`src/rtl/tilelink_arbiter_pkg.sv`:
```
// tilelink_arbiter_pkg
//   TileLink-UL channel structs, opcode constants and the arbiter state
//   enum shared by the 2:1 arbiter, its round-robin picker and the bench.
//   tilelink_a is 80 bits, tilelink_d is 47 bits.
package tilelink_arbiter_pkg;

  // A-channel opcodes
  localparam logic [2:0] TL_PUT_FULL    = 3'd0;
  localparam logic [2:0] TL_PUT_PARTIAL = 3'd1;
  localparam logic [2:0] TL_GET         = 3'd4;

  // D-channel opcodes
  localparam logic [2:0] TL_ACCESS_ACK      = 3'd0;
  localparam logic [2:0] TL_ACCESS_ACK_DATA = 3'd1;

  typedef struct packed {
    logic        a_valid;
    logic [2:0]  a_opcode;
    logic [2:0]  a_param;
    logic [1:0]  a_size;
    logic [1:0]  a_source;
    logic [31:0] a_address;
    logic [3:0]  a_mask;
    logic [31:0] a_data;
    logic        a_ready;
  } tilelink_a;

  typedef struct packed {
    logic        d_valid;
    logic [2:0]  d_opcode;
    logic [1:0]  d_param;
    logic [1:0]  d_size;
    logic [1:0]  d_source;
    logic [2:0]  d_sink;
    logic [31:0] d_data;
    logic        d_error;
    logic        d_ready;
  } tilelink_d;

  typedef enum logic [1:0] {
    IDLE  = 2'd0,
    REQ   = 2'd1,
    RESP  = 2'd2,
    ABORT = 2'd3
  } arb_state;

  // Host index as it appears on the source-id fields.
  function automatic logic [1:0] src_of(input logic idx);
    return {1'b0, idx};
  endfunction

endpackage

```
`src/rtl/tilelink_arbiter_rr_arb2.sv`:
```
// rr_arb2
//   Two-way round-robin pick. A lone requester always wins; when both
//   request, the one named by prio wins.
//   req   in  2  request per host
//   prio  in  1  host favoured on a tie
//   grant out 2  one-hot grant (all zero when nobody requests)
module rr_arb2 (
  input  logic [1:0] req,
  input  logic       prio,
  output logic [1:0] grant
);

  assign grant[0] = req[0] && (!req[1] || !prio);
  assign grant[1] = req[1] && (!req[0] ||  prio);

endmodule

```
`src/rtl/tilelink_arbiter.sv`:
```
// tilelink_arbiter
//   2:1 TileLink-UL arbiter: two hosts share one device port, one
//   transaction at a time. Round-robin A grant, A beat registered and
//   reissued with a_source = host index, D beat steered back to the owner,
//   watchdog ends a hung transaction with a synthesized error AccessAck.
//   clock, rst_n           clock and async active-low reset
//   h0_a/h1_a, *_a_ready   host A channels in, per-host accept out
//   h0_d/h1_d, *_d_ready   host D channels out, per-host ready in
//   dev_a, dev_a_ready     device A channel out, device accept in
//   dev_d, dev_d_ready     device D channel in, arbiter accept out
//   busy, owner            transaction in flight, current grant holder
//   timeout, src_mismatch  single-cycle event pulses
module tilelink_arbiter
  import tilelink_arbiter_pkg::*;
#(
  parameter int TIMEOUT_CYCLES = 255
) (
  input  logic      clock,
  input  logic      rst_n,
  input  tilelink_a h0_a,
  output logic      h0_a_ready,
  output tilelink_d h0_d,
  input  logic      h0_d_ready,
  input  tilelink_a h1_a,
  output logic      h1_a_ready,
  output tilelink_d h1_d,
  input  logic      h1_d_ready,
  output tilelink_a dev_a,
  input  logic      dev_a_ready,
  input  tilelink_d dev_d,
  output logic      dev_d_ready,
  output logic      busy,
  output logic      owner,
  output logic      timeout,
  output logic      src_mismatch
);

  localparam logic [7:0] WDOG_LIMIT = 8'(TIMEOUT_CYCLES);
  localparam bit         WDOG_EN    = (TIMEOUT_CYCLES != 0);

  arb_state   state;
  logic       prio;
  tilelink_a  a_reg;
  logic [7:0] wdog;

  logic [1:0] req;
  logic [1:0] grant;
  logic       winner;
  logic       accept;
  tilelink_a  win_a;
  logic       owner_d_ready;
  logic       d_fire;
  logic       wdog_hit;
  logic       fire;
  tilelink_d  resp_d;
  logic       unused_fields;

  assign unused_fields = ^{h0_a.a_ready, h1_a.a_ready, dev_d.d_ready};

  assign req = {h1_a.a_valid, h0_a.a_valid};

  rr_arb2 u_rr_arb2 (
    .req   (req),
    .prio  (prio),
    .grant (grant)
  );

  assign winner        = grant[1];
  // Gating with rst_n keeps a_ready low while reset is held.
  assign accept        = rst_n && (state == IDLE) && (|grant);
  assign win_a         = winner ? h1_a : h0_a;
  assign owner_d_ready = owner ? h1_d_ready : h0_d_ready;
  assign d_fire        = (state == RESP) && dev_d.d_valid && owner_d_ready;
  assign wdog_hit      = WDOG_EN && (wdog == WDOG_LIMIT) &&
                         ((state == REQ) || (state == RESP));
  // A completing beat beats the watchdog on the same cycle.
  assign fire          = wdog_hit && !d_fire;

  assign timeout      = fire;
  assign src_mismatch = d_fire && (dev_d.d_source != src_of(owner));
  assign busy         = (state != IDLE);
  assign h0_a_ready   = accept && !winner;
  assign h1_a_ready   = accept &&  winner;

  always_comb begin
    dev_a       = '0;
    resp_d      = '0;
    dev_d_ready = 1'b0;
    h0_d        = '0;
    h1_d        = '0;
    case (state)
      REQ: begin
        dev_a         = a_reg;
        dev_a.a_valid = 1'b1;
        dev_a.a_ready = 1'b0;
      end
      RESP: begin
        resp_d         = dev_d;
        resp_d.d_ready = 1'b0;
        dev_d_ready    = owner_d_ready;
      end
      ABORT: begin
        // Late device beats are sunk while the host gets the error ack.
        resp_d.d_valid  = 1'b1;
        resp_d.d_opcode = TL_ACCESS_ACK;
        resp_d.d_size   = a_reg.a_size;
        resp_d.d_source = src_of(owner);
        resp_d.d_error  = 1'b1;
        dev_d_ready     = 1'b1;
      end
      default: ;
    endcase
    if (owner) h1_d = resp_d;
    else       h0_d = resp_d;
  end

  always_ff @(posedge clock or negedge rst_n) begin
    if (!rst_n) begin
      state <= IDLE;
      prio  <= 1'b0;
      owner <= 1'b0;
      a_reg <= '0;
      wdog  <= '0;
    end else begin
      if ((state == REQ || state == RESP) && wdog != 8'hFF)
        wdog <= wdog + 8'd1;
      case (state)
        IDLE: begin
          if (accept) begin
            a_reg          <= win_a;
            a_reg.a_source <= src_of(winner);
            a_reg.a_ready  <= 1'b0;
            owner          <= winner;
            prio           <= ~winner;
            wdog           <= '0;
            state          <= REQ;
          end
        end
        REQ: begin
          if (fire)             state <= ABORT;
          else if (dev_a_ready) state <= RESP;
        end
        RESP: begin
          if (d_fire)    state <= IDLE;
          else if (fire) state <= ABORT;
        end
        ABORT: begin
          if (owner_d_ready) state <= IDLE;
        end
        default: state <= IDLE;
      endcase
    end
  end

endmodule

```
`config.mk`:
```
export PLATFORM = sky130hd
export DESIGN_NAME = tilelink_arbiter
export DESIGN_NICKNAME = d
export VERILOG_FILES = /design/src/rtl/tilelink_arbiter_pkg.sv /design/src/rtl/tilelink_arbiter_rr_arb2.sv /design/src/rtl/tilelink_arbiter.sv
export SDC_FILE = /design/constraint.sdc
export NUM_CORES = 1
export LEC_CHECK = 0
export ABC_AREA = 0
export CAP_MARGIN = 20
export CORE_AREA = 3 3 150 152
export DETAILED_ROUTE_END_ITERATION = 8
export DIE_AREA = 0 0 153 155
export MAX_ROUTING_LAYER = met4
export PLACE_DENSITY = 0.62
export SLEW_MARGIN = 15
export SYNTH_ARGS = -nofsm -noshare
export SYNTH_HDL_FRONTEND = slang
export SYNTH_SLANG_ARGS = --single-unit
```
`constraint.sdc`:
```
create_clock -name clock -period 2.6 [get_ports clock]
set_clock_uncertainty 0.1 [all_clocks]
set_input_delay 0.65 -clock clock [delete_from_list [all_inputs] [get_ports clock]]
set_output_delay 0.65 -clock clock [all_outputs]
set_load 0.05 [all_outputs]
```
# --- After elaboration in Yosys (flattened, before gate mapping) ---
# Index checks and enable logic that the tools add are counted.
totals:
  reg_bits: 88
  latchBits: 0
  ram_bits: 0
  rom_bits: 0
  inputBits: 212
  out_inout_bits: 181
  wordCells: 68
  mem_count: 0
op_classes:
  addsub: 1
  multipliers: 0
  div_mod_pow: 0
  magnitude_cmp: 0
  eq_ne: 10
  shifts: 0
  n_mux: 21
  n_bitwise: 1
  n_reduce_logical: 25
ops:
  columns: ["cell", "count"]
  rows:
  - ["$mux W47", 2]
  - ["$mux W80", 1]
  - ["$mux W79", 1]
  - ["$mux W35", 1]
  - ["$mux W8", 3]
  - ["$pmux W4 S2", 2]
  - ["$mux W2", 7]
  - ["$logic_and A1 B1 Y1", 12]
  - ["$add A8 B1 Y8 const B", 1]
  - ["$eq A8 B8 Y1 const B", 1]
  - ["$ne A8 B8 Y1 const B", 1]
  - ["$pmux W2 S4", 1]
  - ["$ne A3 B3 Y1 const B", 2]
  - ["$logic_not A1 Y1", 5]
  - ["$eq A2 B2 Y1 const B", 2]
  - ["$ne A2 B2 Y1 const B", 2]
  - ["$pmux W1 S2", 2]
  - ["$reduce_and A4 Y1", 1]
  - ["$logic_or A1 B1 Y1", 3]
  - ["$eq A2 B1 Y1 const B", 1]
  - ["$logic_not A2 Y1", 1]
  - ["$ne A2 B1 Y1", 1]
  - ["$reduce_and A2 Y1", 1]
  - ["$reduce_bool A2 Y1", 1]
  - ["other kinds (3)", 3]

# --- Longest topological paths before layout ---
depth:
  depth_word: 8
  mapped_depth: 8

# --- Hierarchy ---
# A second synthesis with hierarchy kept.
hier_totals:
  hier_cells: 550
  area_unflattened_um2: 5444.0
by_module_without_submodules:
  columns: ["mod", "instances", "cells_per_inst", "area_each_um2"]
  rows:
  - ["tilelink_arbiter", 1, 547, 5425.2]
  - ["rr_arb2", 1, 3, 18.8]

# --- Worst setup path before layout ---
# Ideal clock, no wire load.
synth_path:
  path_kind: "register to register"
  startpoint: "register, netlist name a_reg[69]"
  endpoint: "register state[0]"
  arrival_ns: 2.569
  t_required_ns: 2.373
  slack_ns: -0.197
  path_stages_with_launch: 7
  period_less_slack_ns: 2.797
  cell_sequence: "dfrtp_1 > buf_6 > mux2_4 > a2111oi_4 > o221ai_2 > nor2_2 > mux2_1"
synth_lines:
  columns: ["item", "line", "source"]
  rows:
  - ["end signal, assigned", "tilelink_arbiter.sv:119", "state <= IDLE;"]
  - ["end signal, assigned", "tilelink_arbiter.sv:136", "state <= REQ;"]
  - ["end signal, assigned", "tilelink_arbiter.sv:140", "if (fire) state <= ABORT;"]
  - ["end, declared", "tilelink_arbiter.sv:41", "arb_state state;"]

# --- Final worst setup path ---
layout_path:
  startpoint: "register state[0]"
  endpoint: "output timeout"
layout_between:
  elab_chain_cells: 5
  word_cells_on_any_way: 8
layout_lines:
  columns: ["item", "line", "source"]
  rows:
  - ["$eq A2 B2 Y1", "tilelink_arbiter.sv:73, tilelink_arbiter.sv:75", null]
  - ["$logic_and A1 B1 Y1 (2 in a row)", "tilelink_arbiter.sv:73", "assign d_fire = (state == RESP) && dev_d.d_valid && owner_d_ready;"]
  - ["$logic_not A1 Y1", "tilelink_arbiter.sv:77", "assign fire = wdog_hit && !d_fire;"]
  - ["$logic_and A1 B1 Y1 (*)", "tilelink_arbiter.sv:77", null]
  - ["end, declared", "tilelink_arbiter.sv:34", "output logic timeout,"]
# Every way passes the cells marked *; elsewhere a longest branch is shown, timed or not.

==> impl_metrics.env <==
export IMPL_status="finished clean"
export IMPL_cp_slowest_stage_delay_ns=0.42
export IMPL_place_gp_congestion=0.797
export IMPL_fin_crit_sh=0.999
export IMPL_core_area_um2=21200
export IMPL_grt_overflow_total=0
export IMPL_grt_use_met2=0.316
export IMPL_max_freq_mhz=385
export IMPL_grt_pass1_wl_um=33300
export IMPL_synth_top_area_frac=0.435
export IMPL_grtUsageMet1=0.205
export IMPL_ys_flop_type="dfrtp_1"
export IMPL_crit_path_end_kind="primary output"
export IMPL_synth_mux_area_frac=0.00716
export IMPL_clk_latency_ns=0.34
export IMPL_yosysWarnings=0
export IMPL_final_util=0.550
export IMPL_avgRoutedWirePerCell_um=19.3
export IMPL_grtUsageTotal=0.186
export IMPL_p_leak_nw=5.30
export IMPL_largest_register_ffs=77
export IMPL_synth_avg_cell_area_um2=9.40
export IMPL_io_pins=393
export IMPL_dp_cells=1167
export IMPL_slew_headroom=0.470
export IMPL_synth_edff_count=0
export IMPL_grt_max_degree=80
export IMPL_yosysMostFrequentCell="and2_1"
export IMPL_worst_slack_ns=0.00309
export IMPL_hp_class="primary input to asynchronous set/reset pin"
export IMPL_timing_worst_setup_path_type="register to primary output"
export IMPL_nFillCells=1804
export IMPL_finalWirelength_um=23100
export IMPL_fp_dieArea_um2=23700
export IMPL_hold_ws_ns=0.271
export IMPL_synth_fa_ha_area_frac=0.0148
export IMPL_die_h_um=155
export IMPL_htree_levels=3
export IMPL_root_buffer="clkbuf_16"
export IMPL_synth_cell_type_count=43
export IMPL_first_iter_violations=449
export IMPL_arrival_ns=1.85
export IMPL_synth_common_cells="and2_1, dfrtp_1, inv_1"
export IMPL_cts_buffers=9
export IMPL_maxCapViolCount=0
export IMPL_viasPerCell=4.81
export IMPL_ant_nets=0
export IMPL_p_per_area_nw_per_um2=1090
export IMPL_finalHoldViolCount=0
export IMPL_synth_top_family_by_area="simple AND/OR/NAND/NOR gates"
export IMPL_cts_sinks=88
export IMPL_period_needed_ns=2.60
export IMPL_grt_pass1_vias=5743
export IMPL_syn_inst=539
export IMPL_dp_hpwl_um=17600
export IMPL_yosysTopAreaCell="dfrtp_1"
export IMPL_cp_start_kind="register"
export IMPL_grtUsageMet3=0.0679
export IMPL_num_nets_final=1131
export IMPL_crit_required_ns=1.85
export IMPL_worst_slew_pin_slew_ns=0.795
export IMPL_clock_path_buffers=2
export IMPL_syn_to_final_growth_pct=129
export IMPL_synth_seq_area_share=0.435
export IMPL_drcViolationCount=0
export IMPL_start_util=0.240
export IMPL_synthSimpleGateAreaFrac=0.240
export IMPL_ys_seq_elements=88
export IMPL_crit_chain="inv_2, ha_4, and2_4, a2111oi_4, clkbuf_16"
export IMPL_regArea_um2=2200
export IMPL_postSynth_asyncResetShare=1.00
export IMPL_netlist_area_um2=5070
export IMPL_setup_tns_ns=0
export IMPL_netlist_top_cells_area="dfrtp_1, and2_1, a222oi_1"
export IMPL_synth_xor_area_frac=0.00864
export IMPL_cp_max_fo=5
export IMPL_peakVddDrop_mv=0.513
export IMPL_multi_input_area_um2=2530
export IMPL_finalNonFillerCells=1196
export IMPL_die_width_um=153
export IMPL_cts_tree="yes"
export IMPL_setup_viol=0
export IMPL_rows=53
export IMPL_port_buffers=381
export IMPL_dpl_worst_slack_ns=-0.104
export IMPL_ctsHoldBuffers=0
export IMPL_busiest_layer="met2"
export IMPL_rsz0062_at_grt="true"
export IMPL_grt_antenna_before_repair=3
export IMPL_path_clk_slew_ns=0.07
export IMPL_drive_gt1_frac=0.309
export IMPL_slew_viol_final=0
export IMPL_first_pass_iters=8
export IMPL_dr_total_vias=5754
export IMPL_synth_compound_area_frac=0.190
export IMPL_crit_slowest_cell="dfrtp_1"
-- kinds of logic (layout without fill, tap and decap cells) --
family | Yosys count | after routing
simple gates | 202 | 202
buf+inv | 133 | 509
compound gates | 101 | 101
flops | 88 | 88
fa+ha+maj | 6 | 6
xor+xnor | 5 | 5
mux | 3 | 3
other cells | 1 | 7
-- where the power goes --
part	switching (W)	internal [W]
combinational	0.00469	0.00424
sequential	0.000335	0.00199
clock	0.000581	0.000805
-- layout make-up --
class,count,area share
flip-flops and latches,88,0.190
inverters,81,0.0262
clock buffers,11,0.0217
repair buffers,412,0.509
well taps,275,0.0296
diodes,3,0.000646
multi-input cells,321,0.217
clock inverters,5,0.00549
-- cell usage in the layout (no fill, tap or decap), types with 5 or more instances in the layout --
cell type / synthesis / layout
and2_4: 0 / 36
clkdlybuf4s50_1: 0 / 199
inv_1: 81 / 80
buf_12: 0 / 180
and3_1: 41 / 41
dfrtp_1: 88 / 87
a222oi_1: 76 / 76
nor2_1: 12 / 11
and2_1: 122 / 85
clkbuf_16: 0 / 12
nand2_1: 6 / 6
xor2_1: 5 / 5
buf_4: 4 / 23
-- per-layer routing --
layer	up-vias	part of all wire
met5	-	0
met4	0	0.020
met3	30	0.092
met2	313	0.51
met1	2752	0.38
li1	2659	-
-- timing repair --
item,4_1_cts,5_1_grt
gates resized for setup,13,50
pin swaps,1,16
setup buffers,4,3
gates cloned,0,3
endpoints found under the setup margin,59,104
-- critical path: cells and delay by family, from the launching register on --
kind	cells	cell delay (ns)
AO/OA/AOI/OAI	1	0.40
adder cells (fa/ha/maj)	1	0.19
buffers and inverters	2	0.34
flip-flops	1	0.42
AND/OR/NAND/NOR	1	0.15
-- metrics by stage --
| step | instance area [um^2] | power, W |
|---|---|---|
| CTS | 11400 | 0.0125 |
| detailed placement | 11000 | 0.0109 |
| global placement | 11000 | 0.0108 |
| floorplan | 5080 | 0.00673 |
| finish | 11600 | 0.0126 |
| global route | 11600 | 0.0133 |
-- worst paths after layout --
kind	slack (ns)	to	startpoint	cells after the start
worst max-delay path	0.003	timeout	state[0]$_DFFE_PN0P_	5
worst min-delay path	0.27	state[0]$_DFFE_PN0P_	rst_n	2
worst max register to register	0.26	state[0]$_DFFE_PN0P_	state[0]$_DFFE_PN0P_	10
worst min register to register	0.38	prio$_DFFE_PN0P_	prio$_DFFE_PN0P_	1
max in group asynchronous	1.44	a_reg[1]$_DFFE_PN0P_	rst_n	2
min in group clock	0.38	prio$_DFFE_PN0P_	prio$_DFFE_PN0P_	1
Note: power is estimated with default switching activity, not from simulation.
